$ cat config.mk
export PLATFORM = sky130hd
export DESIGN_NAME = key_conditioner
export DESIGN_NICKNAME = d
export VERILOG_FILES = /design/src/rtl/key_conditioner.sv
export SDC_FILE = /design/constraint.sdc
export NUM_CORES = 1
export LEC_CHECK = 0
export ABC_AREA = 0
export CAP_MARGIN = 20
export CORE_MARGIN = 2
export CORE_UTILIZATION = 56
export CTS_CLUSTER_DIAMETER = 60
export DETAILED_ROUTE_END_ITERATION = 6
export PLACE_DENSITY = 0.87
export SLEW_MARGIN = 10
export SYNTH_ARGS = -nofsm -noshare
export SYNTH_HDL_FRONTEND = slang
export SYNTH_SLANG_ARGS = --single-unit
$ cat constraint.sdc
create_clock -name clk -period 2.15 [get_ports clk]
set_input_delay 0.3225 -clock clk [delete_from_list [all_inputs] [get_ports clk]]
set_output_delay 0.3225 -clock clk [all_outputs]
set_load 0.02 [all_outputs]
$ cat src/rtl/key_conditioner.sv
`default_nettype none
// ============================================================================
//  key_conditioner : synchronise, debounce and pulse-decode active-low keys
//  Revision 1.0 - initial release
// ============================================================================
module key_conditioner #(
   parameter int NUM_KEYS        = 2,
   parameter int DEBOUNCE_CYCLES = 1_000_000,
   parameter int HOLD_CYCLES     = 50_000_000
) (
   input  logic                clk,
   input  logic                reset,
   input  logic [NUM_KEYS-1:0] key_n,
   output logic [NUM_KEYS-1:0] pressed,
   output logic [NUM_KEYS-1:0] press_pulse,
   output logic [NUM_KEYS-1:0] release_pulse,
   output logic [NUM_KEYS-1:0] long_press
);

   localparam int c_cnt_w  = $clog2(DEBOUNCE_CYCLES + 1);
   localparam int c_hold_w = $clog2(HOLD_CYCLES + 1);

   localparam logic [c_cnt_w-1:0]  c_cnt_one  = c_cnt_w'(1);
   localparam logic [c_cnt_w-1:0]  c_cnt_last = c_cnt_w'(DEBOUNCE_CYCLES - 1);
   localparam logic [c_hold_w-1:0] c_hold_one = c_hold_w'(1);
   localparam logic [c_hold_w-1:0] c_hold_max = c_hold_w'(HOLD_CYCLES);

   localparam logic [1:0] c_st_idle         = 2'd0;
   localparam logic [1:0] c_st_press_wait   = 2'd1;
   localparam logic [1:0] c_st_down         = 2'd2;
   localparam logic [1:0] c_st_release_wait = 2'd3;

   for (genvar g = 0; g < NUM_KEYS; g++) begin : g_key
      logic                r_sync1, r_sync2;
      logic                w_s;
      logic [1:0]          r_state, w_state_nxt;
      logic [c_cnt_w-1:0]  r_cnt, w_cnt_nxt;
      logic [c_hold_w-1:0] r_hold_cnt, w_hold_nxt;
      logic                r_long_done, w_long_done_nxt;
      logic                w_active;
      logic                r_pressed, w_pressed_nxt;
      logic                r_press_pulse, w_press_pulse_nxt;
      logic                r_release_pulse, w_release_pulse_nxt;
      logic                r_long_press, w_long_press_nxt;

      // Synchroniser idles at 1 so a reset looks like a released key
      always_ff @(posedge clk) begin
         if (reset) begin
            r_sync1 <= 1'b1;
            r_sync2 <= 1'b1;
         end else begin
            r_sync1 <= key_n[g];
            r_sync2 <= r_sync1;
         end
      end

      assign w_s      = ~r_sync2;
      assign w_active = (r_state == c_st_down) || (r_state == c_st_release_wait);

      always_ff @(posedge clk) begin
         if (reset) begin
            r_state         <= c_st_idle;
            r_cnt           <= '0;
            r_hold_cnt      <= '0;
            r_long_done     <= 1'b0;
            r_pressed       <= 1'b0;
            r_press_pulse   <= 1'b0;
            r_release_pulse <= 1'b0;
            r_long_press    <= 1'b0;
         end else begin
            r_state         <= w_state_nxt;
            r_cnt           <= w_cnt_nxt;
            r_hold_cnt      <= w_hold_nxt;
            r_long_done     <= w_long_done_nxt;
            r_pressed       <= w_pressed_nxt;
            r_press_pulse   <= w_press_pulse_nxt;
            r_release_pulse <= w_release_pulse_nxt;
            r_long_press    <= w_long_press_nxt;
         end
      end

      always_comb begin
         w_state_nxt = r_state;
         w_cnt_nxt   = r_cnt;
         case (r_state)
            c_st_idle: begin
               if (w_s) begin
                  w_state_nxt = c_st_press_wait;
                  w_cnt_nxt   = c_cnt_one;
               end
            end
            c_st_press_wait: begin
               if (!w_s) begin
                  w_state_nxt = c_st_idle;
                  w_cnt_nxt   = '0;
               end else if (r_cnt == c_cnt_last) begin
                  w_state_nxt = c_st_down;
               end else begin
                  w_cnt_nxt = r_cnt + c_cnt_one;
               end
            end
            c_st_down: begin
               if (!w_s) begin
                  w_state_nxt = c_st_release_wait;
                  w_cnt_nxt   = c_cnt_one;
               end
            end
            default: begin
               if (w_s) begin
                  w_state_nxt = c_st_down;
               end else if (r_cnt == c_cnt_last) begin
                  w_state_nxt = c_st_idle;
                  w_cnt_nxt   = '0;
               end else begin
                  w_cnt_nxt = r_cnt + c_cnt_one;
               end
            end
         endcase
      end

      // Hold timer saturates; the done flag makes long_press one-shot per press
      always_comb begin
         w_pressed_nxt       = (w_state_nxt == c_st_down) || (w_state_nxt == c_st_release_wait);
         w_press_pulse_nxt   = (r_state == c_st_press_wait) && w_s && (r_cnt == c_cnt_last);
         w_release_pulse_nxt = (r_state == c_st_release_wait) && !w_s && (r_cnt == c_cnt_last);
         w_long_press_nxt    = w_active && (r_hold_cnt == c_hold_max) && !r_long_done;
         w_long_done_nxt     = r_long_done || w_long_press_nxt;
         w_hold_nxt          = r_hold_cnt;
         if (w_press_pulse_nxt) begin
            w_hold_nxt = c_hold_one;
         end else if (w_active && (r_hold_cnt != c_hold_max)) begin
            w_hold_nxt = r_hold_cnt + c_hold_one;
         end
         if (w_state_nxt == c_st_idle) begin
            w_hold_nxt      = '0;
            w_long_done_nxt = 1'b0;
         end
      end

      assign pressed[g]       = r_pressed;
      assign press_pulse[g]   = r_press_pulse;
      assign release_pulse[g] = r_release_pulse;
      assign long_press[g]    = r_long_press;
   end

endmodule
`default_nettype wire

# After elaboration in Yosys (flattened, before gate mapping)
# Cells that the tools add are included.
# classes
addsub,4
n_reduce_logical,36
eq_ne,22
muxes,32
bitwise,2
# ops
op,n
two-way mux 20 bit,12
case mux 20 bit (3 select lines),2
"adder 26 x 1 -> 26 bit, second input constant",2
"equality test 26 bit, second input constant",2
"inequality test 26 bit, second input constant",2
"adder 20 x 1 -> 20 bit, second input constant",2
"equality test 20 bit, second input constant",2
two-way mux 2 bit,12
"equality test 2 bit, second input constant",8
logical AND 1 bit,14
case mux 2 bit (3 select lines),2
zero test 2 bit,4
"inequality test 2 bit, second input constant",4
AND reduction 4 bit,2
logical OR 1 bit,6
"inequality test 3 bit, second input constant",2
nonzero test 3 bit,2
OR reduction 3 bit,2
"equality test 2 x 1 -> 1 bit, second input constant",2
two-way mux 1 bit,4
nonzero test 2 bit,2
OR reduction 2 bit,2
zero test 1 bit,2
inverter 1 bit,2
# totals
regBits,110
input_bits,4
elab_cells,118
output_inout_bits,8

# Longest topological paths before layout
# depth
depth_word,6
mapped_depth,9
ltp_nobuf,7

# Worst setup path before layout
# OpenSTA, ideal clock, no wires.
# synth_path
path_kind,register to register
from,reg g_key[1].r_cnt[0]
to,reg g_key[1].r_cnt[11]
synth_period_minus_slack_ns,2.172
t_arrival_ns,2.054
n_path_buf,3
path_slack_ns,-0.022
stages_incl_launch_ff,10
setup_ns,0.117
required_ns,2.033
cell_sequence,dfxtp_1 > ha_1 > clkbuf_1 > nand4b_1 > nand4b_1 > o21ai_0 > a311o_1 > clkbuf_1 > buf_2 > nor2_1
# synth_between
elab_chain_len,4
word_cells_on_any_way,9
cone_classes,add/sub (1); eq/ne (2); mux (5); reduce/logical (1)
# synth_rtl
element,line_no,rtl
start: declaration,37,"logic [c_cnt_w-1:0] r_cnt, w_cnt_nxt;"
start signal: assignment,72,r_cnt <= w_cnt_nxt;
adder 20 x 1 -> 20 bit or equality test 20 bit (tied branches),n/a,
"two-way mux 20 bit, on equally long branches","111, 96",
"two-way mux 20 bit, on equally long branches","109, 93",
case mux 20 bit (3 select lines),85,case (r_state)
# Several ways; a longest one is shown, not always the timed one. The select of a mux whose other input is x is not followed.
# A chain may end at the register's enable or synchronous reset.

# Worst setup path in the final report
# layout_path
from,reg g_key[0].r_cnt[8]
to,reg g_key[0].r_hold_cnt[24]
# layout_between
elab_chain_len,6
word_cells_on_any_way,9
cone_classes,eq/ne (1); mux (5); reduce/logical (3)
# layout_rtl
element,line_no,rtl
start: declaration,37,
start signal: assignment,72,
equality test 20 bit *,"96, 111, 124",
"two-way mux 2 bit, on equally long branches","111, 96",
"two-way mux 2 bit, on equally long branches","109, 93",
case mux 2 bit (3 select lines),85,
zero test 2 bit,134,if (w_state_nxt == c_st_idle) begin
OR reduction 3 bit (no source line) *,n/a,
end signal: assignment,73,r_hold_cnt <= w_hold_nxt;
end: declaration,38,"logic [c_hold_w-1:0] r_hold_cnt, w_hold_nxt;"
# Every way passes the cells marked *; elsewhere a longest branch is shown, timed or not.

==> flow_metrics.env <==
export IMPL_status="finished, final reports clean"
export IMPL_cpMostUsedCell="or4_4"
export IMPL_hold_worst_slack_ns=0.420
export IMPL_cts_buffers=9
export IMPL_synthTopCellsByArea="dfxtp_1, xor2_1, nor2_1"
export IMPL_die_w_um=101
export IMPL_period_minus_slack_ns=2.12
export IMPL_slew_headroom_pct=50.9
export IMPL_cp_start_kind="register"
export IMPL_antenna_found_initial=0
export IMPL_die_area_mm2=0.0102
export IMPL_grt_pass1_vias=4343
export IMPL_finalWorstSetupSlack_ns=0.0328
export IMPL_finalCritPeriodShare_pct=98.5
export IMPL_antenna_left=0
export IMPL_place_hpwl_um=7670
export IMPL_cts_sinks=109
export IMPL_synth_avg_cell_area_um2=8.56
export IMPL_vias=4499
export IMPL_clock_tree_buffer_depth=2
export IMPL_cap_violations=0
export IMPL_ys_types=57
export IMPL_worstSkewPairLatency_ns=0.36
export IMPL_drc=0
export IMPL_pin_count=12
export IMPL_critical_path_top_delay_family="simple AND/OR/NAND/NOR gates"
export IMPL_dpl_cell_area_mm2=0.00558
export IMPL_final_cell_area_mm2=0.00588
export IMPL_gp_congestion=0.834
export IMPL_n_fill_cell=747
export IMPL_synth_cells=613
export IMPL_syn_num_nets=623
export IMPL_grt_pass1_wl_um=19100
export IMPL_async_flop_share_pct=0
export IMPL_dp_cells=735
export IMPL_drt_iter0_markers=222
export IMPL_worst_path_buf_inv=1
export IMPL_finalHoldViolCount=0
export IMPL_die_h_um=101
export IMPL_hold_class="reg2reg"
export IMPL_maxSlewViolCount=0
export IMPL_fin_skew_ns=0.0109
export IMPL_post_place_ws_ns=0.00190
export IMPL_layout_nets=650
export IMPL_endpoint_kind="register"
export IMPL_worst_ep_required_time_ns=2.41
export IMPL_synth_top_area_share_pct=41.6
export IMPL_area_growth_syn_to_layout_pct=12.0
export IMPL_firstDrtPassIters=5
export IMPL_syn_cell_area_mm2=0.00525
export IMPL_power_density_mw_per_mm2=579
export IMPL_utilization_pct=64.2
export IMPL_synth_edf_count=0
export IMPL_cp_cell_sequence="or4b_4 -> or4_4 -> nor4_2 -> or4_4 -> buf_12 -> nor2_1"
export IMPL_viasPerCell=5.96
export IMPL_rsz0062_at_grt="yes"
export IMPL_core_mm2=0.00915
export IMPL_start_util_pct=57.3
export IMPL_seq_area_mm2=0.00218
export IMPL_crit_slowest_cell="or4b_4"
export IMPL_max_stage_delay_ns=0.53
export IMPL_ir_drop_mv=0.410
export IMPL_critPathArrivalTime_ns=2.38
export IMPL_critPathKind="reg2reg"
export IMPL_io_buffers=11
export IMPL_wire_per_inst_um=14.9
export IMPL_final_cells=755
export IMPL_cts_tree="done"
export IMPL_setup_viol=0
export IMPL_fmax_mhz=472
export IMPL_seq_area_frac_synth_pct=41.6
export IMPL_grt_util_all_layers_pct=22.9
export IMPL_grt_ovfl_total=0
export IMPL_worst_pin_slew_ns=0.731
export IMPL_design_power_total_mw=3.40
export IMPL_h_tree_depth=3
export IMPL_root_buffer="clkbuf_8"
export IMPL_diodes=0
export IMPL_yosysWarnings=0
export IMPL_fp_row_count=35
export IMPL_multiInputGateArea_mm2=0.00288
export IMPL_path_max_fanout=25
export IMPL_drive_gt1_share_pct=12.3
export IMPL_clkTransAtPathRegs_ns=0.10
export IMPL_total_leakage_power_nw=1.93
export IMPL_grt_max_degree=26
export IMPL_synth_ff_latch_count=109
export IMPL_synth_top_cell_by_area="dfxtp_1"
export IMPL_drt_total_wl_um=11300
export IMPL_synth_ff_type="dfxtp_1"
export IMPL_timing_setup_tns_ns=0
[placed cells by master (no fill, tap or decap), drive strengths merged, types with 2 or more instances in the layout]
cell and count:
ha 6, nor2 94, xor2 56, nor2b 5, nand2 38, o21ai 17
or4 10, nor4bb 2, or2 8, and2 5, buf 36, nand4 39
and3 13, nor3 15, o21a 2, nand3 35, o21ba 2, clkbuf 12
nor3b 4, and4 6, o211ai 4, or3 12, nor4 15, xnor2 13
o31ai 7, or4b 2, a211oi 3, nand4b 5, nor4b 7, a21o 2
inv 13, a21oi 22, clkdlybuf4s50 11, dfxtp 109, o311ai 2
[cell usage after synthesis (6+ instances only)]
cell type and n:
nor3_1 13, ha_1 6, dfxtp_1 109, nor2_1 93, buf_4 11, buf_2 7
nand4_1 39, nand3_1 35, or3_1 12, xor2_1 56, clkbuf_1 10, nor4b_1 7
or4_1 9, nor4_1 14, inv_1 11, and4_1 6, o31ai_1 7, nand2_1 38
or2_2 7, o21ai_0 15, a21oi_1 22, and3_1 13, xnor2_1 13
[power by group]
group	switching [mW]	internal, mW	total, mW
sequential	0.00713	2.02	2.03
combinational	0.0595	0.0476	0.107
clock	0.689	0.574	1.26
total	0.756	2.65	3.40
[cell families after synthesis]
group	Yosys count	share of synthesized area, %
muxes	1	0.191
DFF	109	41.6
buffers and inverters	43	4.46
and+or+nand+nor	318	32.7
AOI/OAI and AO/OA	67	8.18
adders and majority gates	6	1.43
xor gates and xnor gates	69	11.5
[layer usage]
metal / GRT usage, % / vias up / share of wire, %
met1: 29.2 / 2133 / 45
met5: 0 / - / 0
met4: 8.43 / 0 / 1.5
li1: - / 2228 / -
met3: 4.16 / 20 / 4.0
met2: 38.5 / 118 / 50
[cell type report]
cell class | count | area share, %
repair buffers | 48 | 7.54
flip-flops and latches | 109 | 37.1
well taps | 111 | 2.36
multi-input cells | 461 | 48.9
clock buffers | 11 | 2.41
clock inverters | 4 | 0.937
inverters | 11 | 0.703
[worst register-to-register path: stages (launching register included)]
cell and delay (ns):
dfxtp_1 0.32, or4b_4 0.53, or4_4 0.50, nor4_2 0.26
or4_4 0.18, buf_12 0.15, nor2_1 0.07
[path summary, 6_finish.rpt]
path	start	to	slack (ns)	depth (start not counted)
worst max-delay path	g_key[0].r_cnt[8]	g_key[0].r_hold_cnt[24]	0.03	6
worst min-delay path	g_key[1].r_sync1	g_key[1].r_sync2	0.42	1
worst max register to register	g_key[0].r_cnt[8]	g_key[0].r_hold_cnt[24]	0.03	6
worst min register to register	g_key[1].r_sync1	g_key[1].r_sync2	0.42	1
[repair_timing]
action                                  CTS  global route
hold buffers                              0             0
endpoints found under the setup margin   38            48
cloned                                    0             1
gates resized for setup                   1             9
buffers inserted                          3             1
pin swaps                                 2             1
[sequential cells by signal (all words and copies together) (netlist names)]
signal,cells
g_key.r_release_pulse,2
g_key.r_pressed,1
g_key.r_cnt,40
g_key.r_sync1,2
g_key.r_press_pulse,2
g_key.r_state,4
g_key.r_long_press,2
g_key.r_long_done,2
g_key.r_sync2,2
g_key.r_hold_cnt,52
Power figures use the tool's default switching activity.
